`config.mk`:
```
export PLATFORM = sky130hd
export DESIGN_NAME = ifu_fetch
export DESIGN_NICKNAME = d
export VERILOG_FILES = /design/src/rtl/ifu_fetch.sv
export SDC_FILE = /design/constraint.sdc
export NUM_CORES = 1
export LEC_CHECK = 0
export CORE_MARGIN = 1
export CORE_UTILIZATION = 50
export CTS_CLUSTER_SIZE = 25
export DETAILED_ROUTE_END_ITERATION = 8
export HOLD_SLACK_MARGIN = 0.12
export PLACE_DENSITY = 0.81
export SLEW_MARGIN = 10
export SYNTH_ARGS = -nofsm -noshare
export SYNTH_HDL_FRONTEND = slang
export SYNTH_SLANG_ARGS = --single-unit
```
`constraint.sdc`:
```
create_clock -name clk_i -period 4.9 [get_ports clk_i]
set_input_delay 0.49 -clock clk_i [delete_from_list [all_inputs] [get_ports clk_i]]
set_output_delay 0.49 -clock clk_i [all_outputs]
set_load 0.005 [all_outputs]
```
`src/rtl/ifu_fetch.sv`:
```
// Instruction-fetch stage: owns the PC, keeps at most one read in flight and presents each
// fetched word downstream. Define IFU_MISALIGN_CHECK_EN to fault misaligned redirect targets.
module ifu_fetch #(
    parameter int unsigned     XLEN     = 32,
    parameter logic [XLEN-1:0] RESET_PC = XLEN'(32'h8000_0000)
) (
    input  logic            clk_i,
    input  logic            rst_i,
    input  logic            redirect_valid_i,
    input  logic [XLEN-1:0] redirect_pc_i,
    output logic            mem_arvalid_o,
    input  logic            mem_arready_i,
    output logic [XLEN-1:0] mem_araddr_o,
    input  logic            mem_rvalid_i,
    output logic            mem_rready_o,
    input  logic [XLEN-1:0] mem_rdata_i,
    input  logic [1:0]      mem_rresp_i,
    output logic            out_valid_o,
    input  logic            out_ready_i,
    output logic [XLEN-1:0] out_pc_o,
    output logic [XLEN-1:0] out_inst_o,
    output logic            out_fault_o
);

`ifdef IFU_MISALIGN_CHECK_EN
    localparam bit MisalignEn = 1'b1;
`else
    localparam bit MisalignEn = 1'b0;
`endif

    typedef enum logic [1:0] {StIdle, StReq, StWait, StHold} state_e;

    state_e          state_q;
    logic [XLEN-1:0] pc_q, req_addr_q, hold_pc_q, hold_inst_q;
    logic            drop_q, misal_q, hold_fault_q;

    logic [XLEN-1:0] redir_pc, seq_pc_d;
    logic            redir_misal, redir_now;

    assign redir_misal = MisalignEn && (redirect_pc_i[1:0] != 2'b00);
    assign redir_pc    = MisalignEn ? redirect_pc_i : {redirect_pc_i[XLEN-1:2], 2'b00};
    assign seq_pc_d    = hold_pc_q + XLEN'(4);

    // Redirect can restart immediately unless a transaction is still owed to the memory.
    assign redir_now = (state_q == StIdle) || (state_q == StHold) ||
                       ((state_q == StWait) && mem_rvalid_i);

    always_ff @(posedge clk_i or posedge rst_i) begin
        if (rst_i) begin
            state_q      <= StIdle;
            pc_q         <= RESET_PC;
            req_addr_q   <= RESET_PC;
            drop_q       <= 1'b0;
            misal_q      <= 1'b0;
            hold_pc_q    <= '0;
            hold_inst_q  <= '0;
            hold_fault_q <= 1'b0;
        end else if (redirect_valid_i) begin
            pc_q    <= redir_pc;
            misal_q <= redir_misal;
            if (redir_now) begin
                drop_q <= 1'b0;
                if (redir_misal) begin
                    state_q      <= StHold;
                    hold_pc_q    <= redirect_pc_i;
                    hold_inst_q  <= '0;
                    hold_fault_q <= 1'b1;
                end else begin
                    state_q    <= StReq;
                    req_addr_q <= redir_pc;
                end
            end else begin
                // req_addr_q stays put so an un-accepted request is not altered.
                drop_q <= 1'b1;
                if (state_q == StReq && mem_arready_i) state_q <= StWait;
            end
        end else begin
            unique case (state_q)
                StIdle: begin
                    state_q    <= StReq;
                    req_addr_q <= pc_q;
                end
                StReq: begin
                    if (mem_arready_i) state_q <= StWait;
                end
                StWait: begin
                    if (mem_rvalid_i) begin
                        if (!drop_q) begin
                            state_q      <= StHold;
                            hold_pc_q    <= req_addr_q;
                            hold_inst_q  <= mem_rdata_i;
                            hold_fault_q <= (mem_rresp_i != 2'b00);
                        end else begin
                            drop_q  <= 1'b0;
                            misal_q <= 1'b0;
                            if (misal_q) begin
                                state_q      <= StHold;
                                hold_pc_q    <= pc_q;
                                hold_inst_q  <= '0;
                                hold_fault_q <= 1'b1;
                            end else begin
                                state_q    <= StReq;
                                req_addr_q <= pc_q;
                            end
                        end
                    end
                end
                StHold: begin
                    if (out_ready_i) begin
                        pc_q       <= seq_pc_d;
                        req_addr_q <= seq_pc_d;
                        state_q    <= StReq;
                    end
                end
            endcase
        end
    end

    assign mem_arvalid_o = (state_q == StReq);
    assign mem_araddr_o  = req_addr_q;
    assign mem_rready_o  = (state_q == StWait);
    assign out_valid_o   = (state_q == StHold) && !redirect_valid_i;
    assign out_pc_o      = hold_pc_q;
    assign out_inst_o    = hold_inst_q;
    assign out_fault_o   = hold_fault_q;

endmodule

```
After elaboration in Yosys (flattened, before gate mapping)

Cells that the tools add are included.

Bitwise gates (word level): 1
Equal/unequal tests: 11
Add/subtract/negate cells: 1
Mux-type cells: 32
Reductions and logical operators: 20

Operator list:

| operator                                                              | number |
|---|---|
| 32-bit two-way mux                                                    | 12 |
| 32-bit case mux with 3 select lines                                   | 1 |
| 32-bit by 3-bit adder with 32-bit output, second input constant       | 1 |
| 2-bit two-way mux                                                     | 8 |
| 2-bit nonzero test                                                    | 6 |
| 1-bit two-way mux                                                     | 10 |
| 3-bit != test, second input constant                                  | 3 |
| 2-bit case mux with 4 select lines                                    | 1 |
| 4-bit AND reduction                                                   | 2 |
| 3-bit by 2-bit != test with 1-bit output, second input constant       | 2 |
| 6-bit AND reduction                                                   | 1 |
| 2-bit equality test, second input constant                            | 2 |
| 2-bit by 1-bit != test with 1-bit output, second input constant       | 2 |
| 2-bit AND reduction                                                   | 2 |
| 4-bit nonzero test                                                    | 1 |
| 1-bit logical AND                                                     | 3 |
| 3-bit by 1-bit != test with 1-bit output, second input constant       | 1 |
| 3-bit AND reduction                                                   | 1 |
| 2-bit by 1-bit equality test with 1-bit output, second input constant | 1 |
| 2-bit zero test                                                       | 1 |
| 1-bit logical OR                                                      | 2 |
| 1-bit zero test                                                       | 1 |
| 1-bit NOT                                                             | 1 |

Input port bits: 72
Output and inout bits: 100
Register bits: 133

Logic depth before layout (Yosys ltp)

Word-level depth: 5
Gate-level depth with buffers: 9

Worst setup path before layout

No wires, ideal clock.

Kind: reg2reg
Start point: reg hold_pc_q[14] (netlist: out_pc_o[14])
End point: reg req_addr_q[29] (netlist: mem_araddr_o[29])
Cell stages (with the launch flop): 8
Clock period less this slack: 2253 ps
Buffers on the path: 2
Path slack: 2647 ps
Arrival time: 2159 ps
Required time: 4806 ps
Cell sequence: dfrtp_1 buf_2 nand4_2 or4_1 buf_2 or4_4 xor2_1 a221oi_2

Longest elaborated chain between the ends: 4

Ends and longest elaborated chain:

| item                                     | RTL line | source |
|---|---|---|
| start: declaration                       | 34       | `logic [XLEN-1:0] pc_q, req_addr_q, hold_pc_q, hold_inst_q;` |
| start signal: assignment                 | 65       | `hold_pc_q <= redirect_pc_i;` |
| start signal: assignment                 | 90       | `hold_pc_q <= req_addr_q;` |
| start signal: assignment                 | 98       | `hold_pc_q <= pc_q;` |
| 32-bit by 3-bit adder with 32-bit output | 42       | `assign seq_pc_d = hold_pc_q + XLEN'(4);` |
| 32-bit two-way mux                       | 109      | `if (out_ready_i) begin` |
| 32-bit case mux with 3 select lines      | 78       | `unique case (state_q)` |
| 32-bit two-way mux                       | 58       | `end else if (redirect_valid_i) begin` |
| end signal: assignment                   | 70       | `req_addr_q <= redir_pc;` |
| end signal: assignment                   | 81       | `req_addr_q <= pc_q;` |
| end signal: assignment                   | 111      | `req_addr_q <= seq_pc_d;` |
| end: declaration                         | 34       |  |

No other way between the ends. The select of a mux whose other input is x is not followed.
A chain may end at the register's enable or synchronous reset.

Final worst setup path

Start point: reg state_q[0]
End point: out out_valid_o

Longest elaborated chain between the ends: 2

Ends and longest elaborated chain:

| item                     | RTL line | source |
|---|---|---|
| start: declaration       | 33       | `state_e state_q;` |
| start signal: assignment | 50       | `state_q <= StIdle;` |
| start signal: assignment | 64       | `state_q <= StHold;` |
| start signal: assignment | 69       | `state_q <= StReq;` |
| 2-bit equality test      | 122      | `assign out_valid_o = (state_q == StHold) && !redirect_valid_i;` |
| 1-bit logical AND        | 122      |  |
| end: declaration         | 18       | `output logic out_valid_o,` |

No other way between the ends.

==> impl_metrics.tcl <==
set metrics [dict create \
    synth.avg_cell_area_sq_um 9.71 \
    post-dp-hpwl_microns 12600 \
    cts_num_sinks 132 \
    synth_compound_gate_area_share_pct 16.4 \
    cts_buffers 17 \
    wire_per_inst_microns 19.0 \
    fp.dieH_microns 119 \
    area_growth_pct 35.6 \
    ant_nets 0 \
    placementRows 42 \
    p_per_area_nw_per_um2 625 \
    core_area_sq_um 13200 \
    top_layer "met4" \
    hold_end "state_q[0]" \
    yosys_register_bits 132 \
    synthCells 702 \
    synth_cell_types 54 \
    finalPower_mw 5.77 \
    vias 6273 \
    wl_met1_microns 7770 \
    synth_most_common_cell "dfrtp_1" \
    clock.fmax_mhz 282 \
    fin_skew_ps 9.37 \
    ctsHoldBuffers 0 \
    multiInputGateArea_sq_um 3280 \
    gp_congestion 0.863 \
    path_class "register to primary output" \
    synth-edff-count 0 \
    initial_utilization_pct 51.5 \
    numPortBuffers 169 \
    synth-seq-area-share_pct 48.5 \
    grt_usage_pct 29.0 \
    synth_top_cell_area_share_pct 47.7 \
    cpMaxStageDelayCell "clkinv_1" \
    ff2ff_setup_slack_ps 1980 \
    synth_nets 778 \
    hold_violations 0 \
    r2r-end "mem_araddr_o[17]" \
    avgViaCountPerCell 6.05 \
    synth_fa_ha_area_share_pct 0.734 \
    grt_overflow_total 0 \
    yosys_warnings 0 \
    cp_max_fo 26 \
    crit_family "buffers and inverters" \
    synthFlopType "dfrtp_1" \
    drive_gt1_share_pct 9.87 \
    setup_viol 0 \
    muxShareOfSynthArea_pct 12.7 \
    grt_pass1_wl_microns 31700 \
    routed-wl-met3_microns 2040 \
    synth_simple_gate_area_share_pct 15.9 \
    setup-tns-final_ps 0 \
    htree_levels 4 \
    num_io_pins 172 \
    regArea_sq_um 3310 \
    r2r-start "drop_q" \
    ir_drop_uv 310 \
    drv_slew 0 \
    period_share_pct 72.3 \
    ctsResizeCount 0 \
    die_x_microns 119 \
    synthXorXnorAreaFrac_pct 2.31 \
    antenna_cells 0 \
    period_needed_ps 3540 \
    drv_cap 0 \
    drc 0 \
    slowest_delay_ps 640 \
    wl_met2_microns 9380 \
    grt_max_degree 100 \
    synth_area_sq_um 6810 \
    nets 924 \
    cts.clk_slew.worst_paths_ps 60 \
    cts_root_buffer "clkbuf_16" \
    dieArea_sq_um 14100 \
    ys_top_cells_by_count "dfrtp_1 (130), nor2_1 (77), a21oi_1 (68)" \
    post_cts_buffers 0 \
    antenna_found_initial 0 \
    synth_area_leader_cell "dfrtp_1" \
    path_cells "ha_1 > buf_4 > nand2b_1 > clkinv_1 > clkdlybuf4s50_1" \
    routed_wl_microns 19700 \
    grt_pass1_vias 6287 \
    cp-start-kind "register" \
    slew_headroom_pct 23.5 \
    r2r_cells 7 \
    whs_ps 438 \
    cts_tree "built" \
    holdPathStages 3 \
    end_kind "primary output" \
    crit_cells 5 \
    power_leakage_nw 3.84 \
    yosys-top-cells-area "dfrtp_1 (48%), mux2i_1 (6.8%), mux2_2 (5.9%)" \
    hold_path_class "primary input to register" \
    synth_top_family_by_area "compound AO/OA/AOI/OAI gates" \
    clk_latency_ps 420 \
    crit_required_ps 4410 \
    first_iter_violations 655 \
    outcome "completed" \
    cp_num_buf_inv 3 \
    worst_slew_pin_slew_ps 1150 \
    cts_buffer_depth 2 \
    cp.arrival_ps 3050 \
    rsz0062_at_grt "false" \
    fill_cells 1003 \
    holdCritStartpoint "redirect_valid_i" \
    dr.pass1.iters 6 \
    synthArstFlopShare_pct 100 \
]
worst min-delay path: cells and delay by family:
| family | cells | cell delay (ps) |
|---|---|---|
| AOI/OAI and AO/OA | 2 | 180 |
| buffers and inverters | 1 | 140 |
stage by stage:
stage / cells / cell area [sq um] / setup WS, ps / util (%)
4_1_cts: 1037 / 9240 / 1440 / 69.8
2_1_floorplan: 702 / 6810 / 887 / -
3_3_place_gp: 1005 / 8610 / 1870 / 65.0
5_1_grt: 1037 / 9240 / 1280 / 69.8
6_report: 1037 / 9240 / 1360 / 69.8
3_5_place_dp: 1005 / 8610 / 1800 / 65.0
cells by family (layout without fill, tap and decap cells):
family | after synthesis | count (layout)
flops | 132 | 132
xor+xnor | 18 | 18
buf+inv | 61 | 220
mux | 82 | 82
compound gates | 178 | 178
simple gates | 227 | 227
fa+ha+maj | 4 | 4
area by class of cell:
cell class,instances,share of cell area [%]
clock buffer,23,5.17
tap,176,2.38
clock inverter,9,1.63
multi-input combinational,509,35.5
timing repair buffer,179,19.1
sequential,132,35.8
inverter,9,0.393
how the worst max path moves through the flow:
stage | from | to | slack [ps]
finish | state_q[0] | out_valid_o | 1360
global route | state_q[0] | out_valid_o | 1280
detailed placement | mem_rvalid_i | mem_araddr_o[21] | 1800
CTS | state_q[0] | out_valid_o | 1440
global placement | mem_rvalid_i | mem_araddr_o[21] | 1870
floorplan | rst_i | drop_q | 890
cell usage in the layout, fill, tap and decap left out, types with 5 or more instances in the layout:
cell,Yosys,routed
mux2_2,36,36
nand2_1,58,58
o21ai_0,45,45
mux2i_1,46,46
and3_1,7,7
clkdlybuf4s50_1,0,168
and4_1,5,5
buf_4,0,11
a221oi_1,12,12
xor2_1,7,7
nor4_1,6,6
a21oi_1,68,68
and2_1,7,6
clkbuf_16,0,17
nor2_1,77,77
nor3b_1,8,8
dfrtp_1,130,129
nand3_1,18,18
a222oi_1,6,6
nand4_1,8,8
o31ai_1,6,6
nand2b_1,10,10
a22oi_1,6,6
a31oi_1,6,6
nor3_1,10,9
xnor2_1,11,11
inv_1,8,7
power breakdown:
part / switching (mW) / total [mW] / internal [mW] / leakage [nW]
Sequential: 0.476 / 1.99 / 1.51 / 1.65
Clock: 0.460 / 1.35 / 0.889 / 0.303
Combinational: 1.16 / 2.44 / 1.28 / 1.89
Total: 2.10 / 5.77 / 3.68 / 3.84
layer usage:
metal	vias up	global-route usage [%]
met1	3029	34.7
met3	46	10.4
met5	-	0
li1	2852	-
met4	0	12.8
met2	346	46.9
sequential cells by signal (all words and copies together) (netlist names):
| register | cells |
|---|---|
| out_fault_o | 1 |
| pc_q | 32 |
| out_pc_o | 32 |
| drop_q | 1 |
| out_inst_o | 32 |
| state_q | 2 |
| mem_araddr_o | 32 |
(Power assumes the default switching activity.)
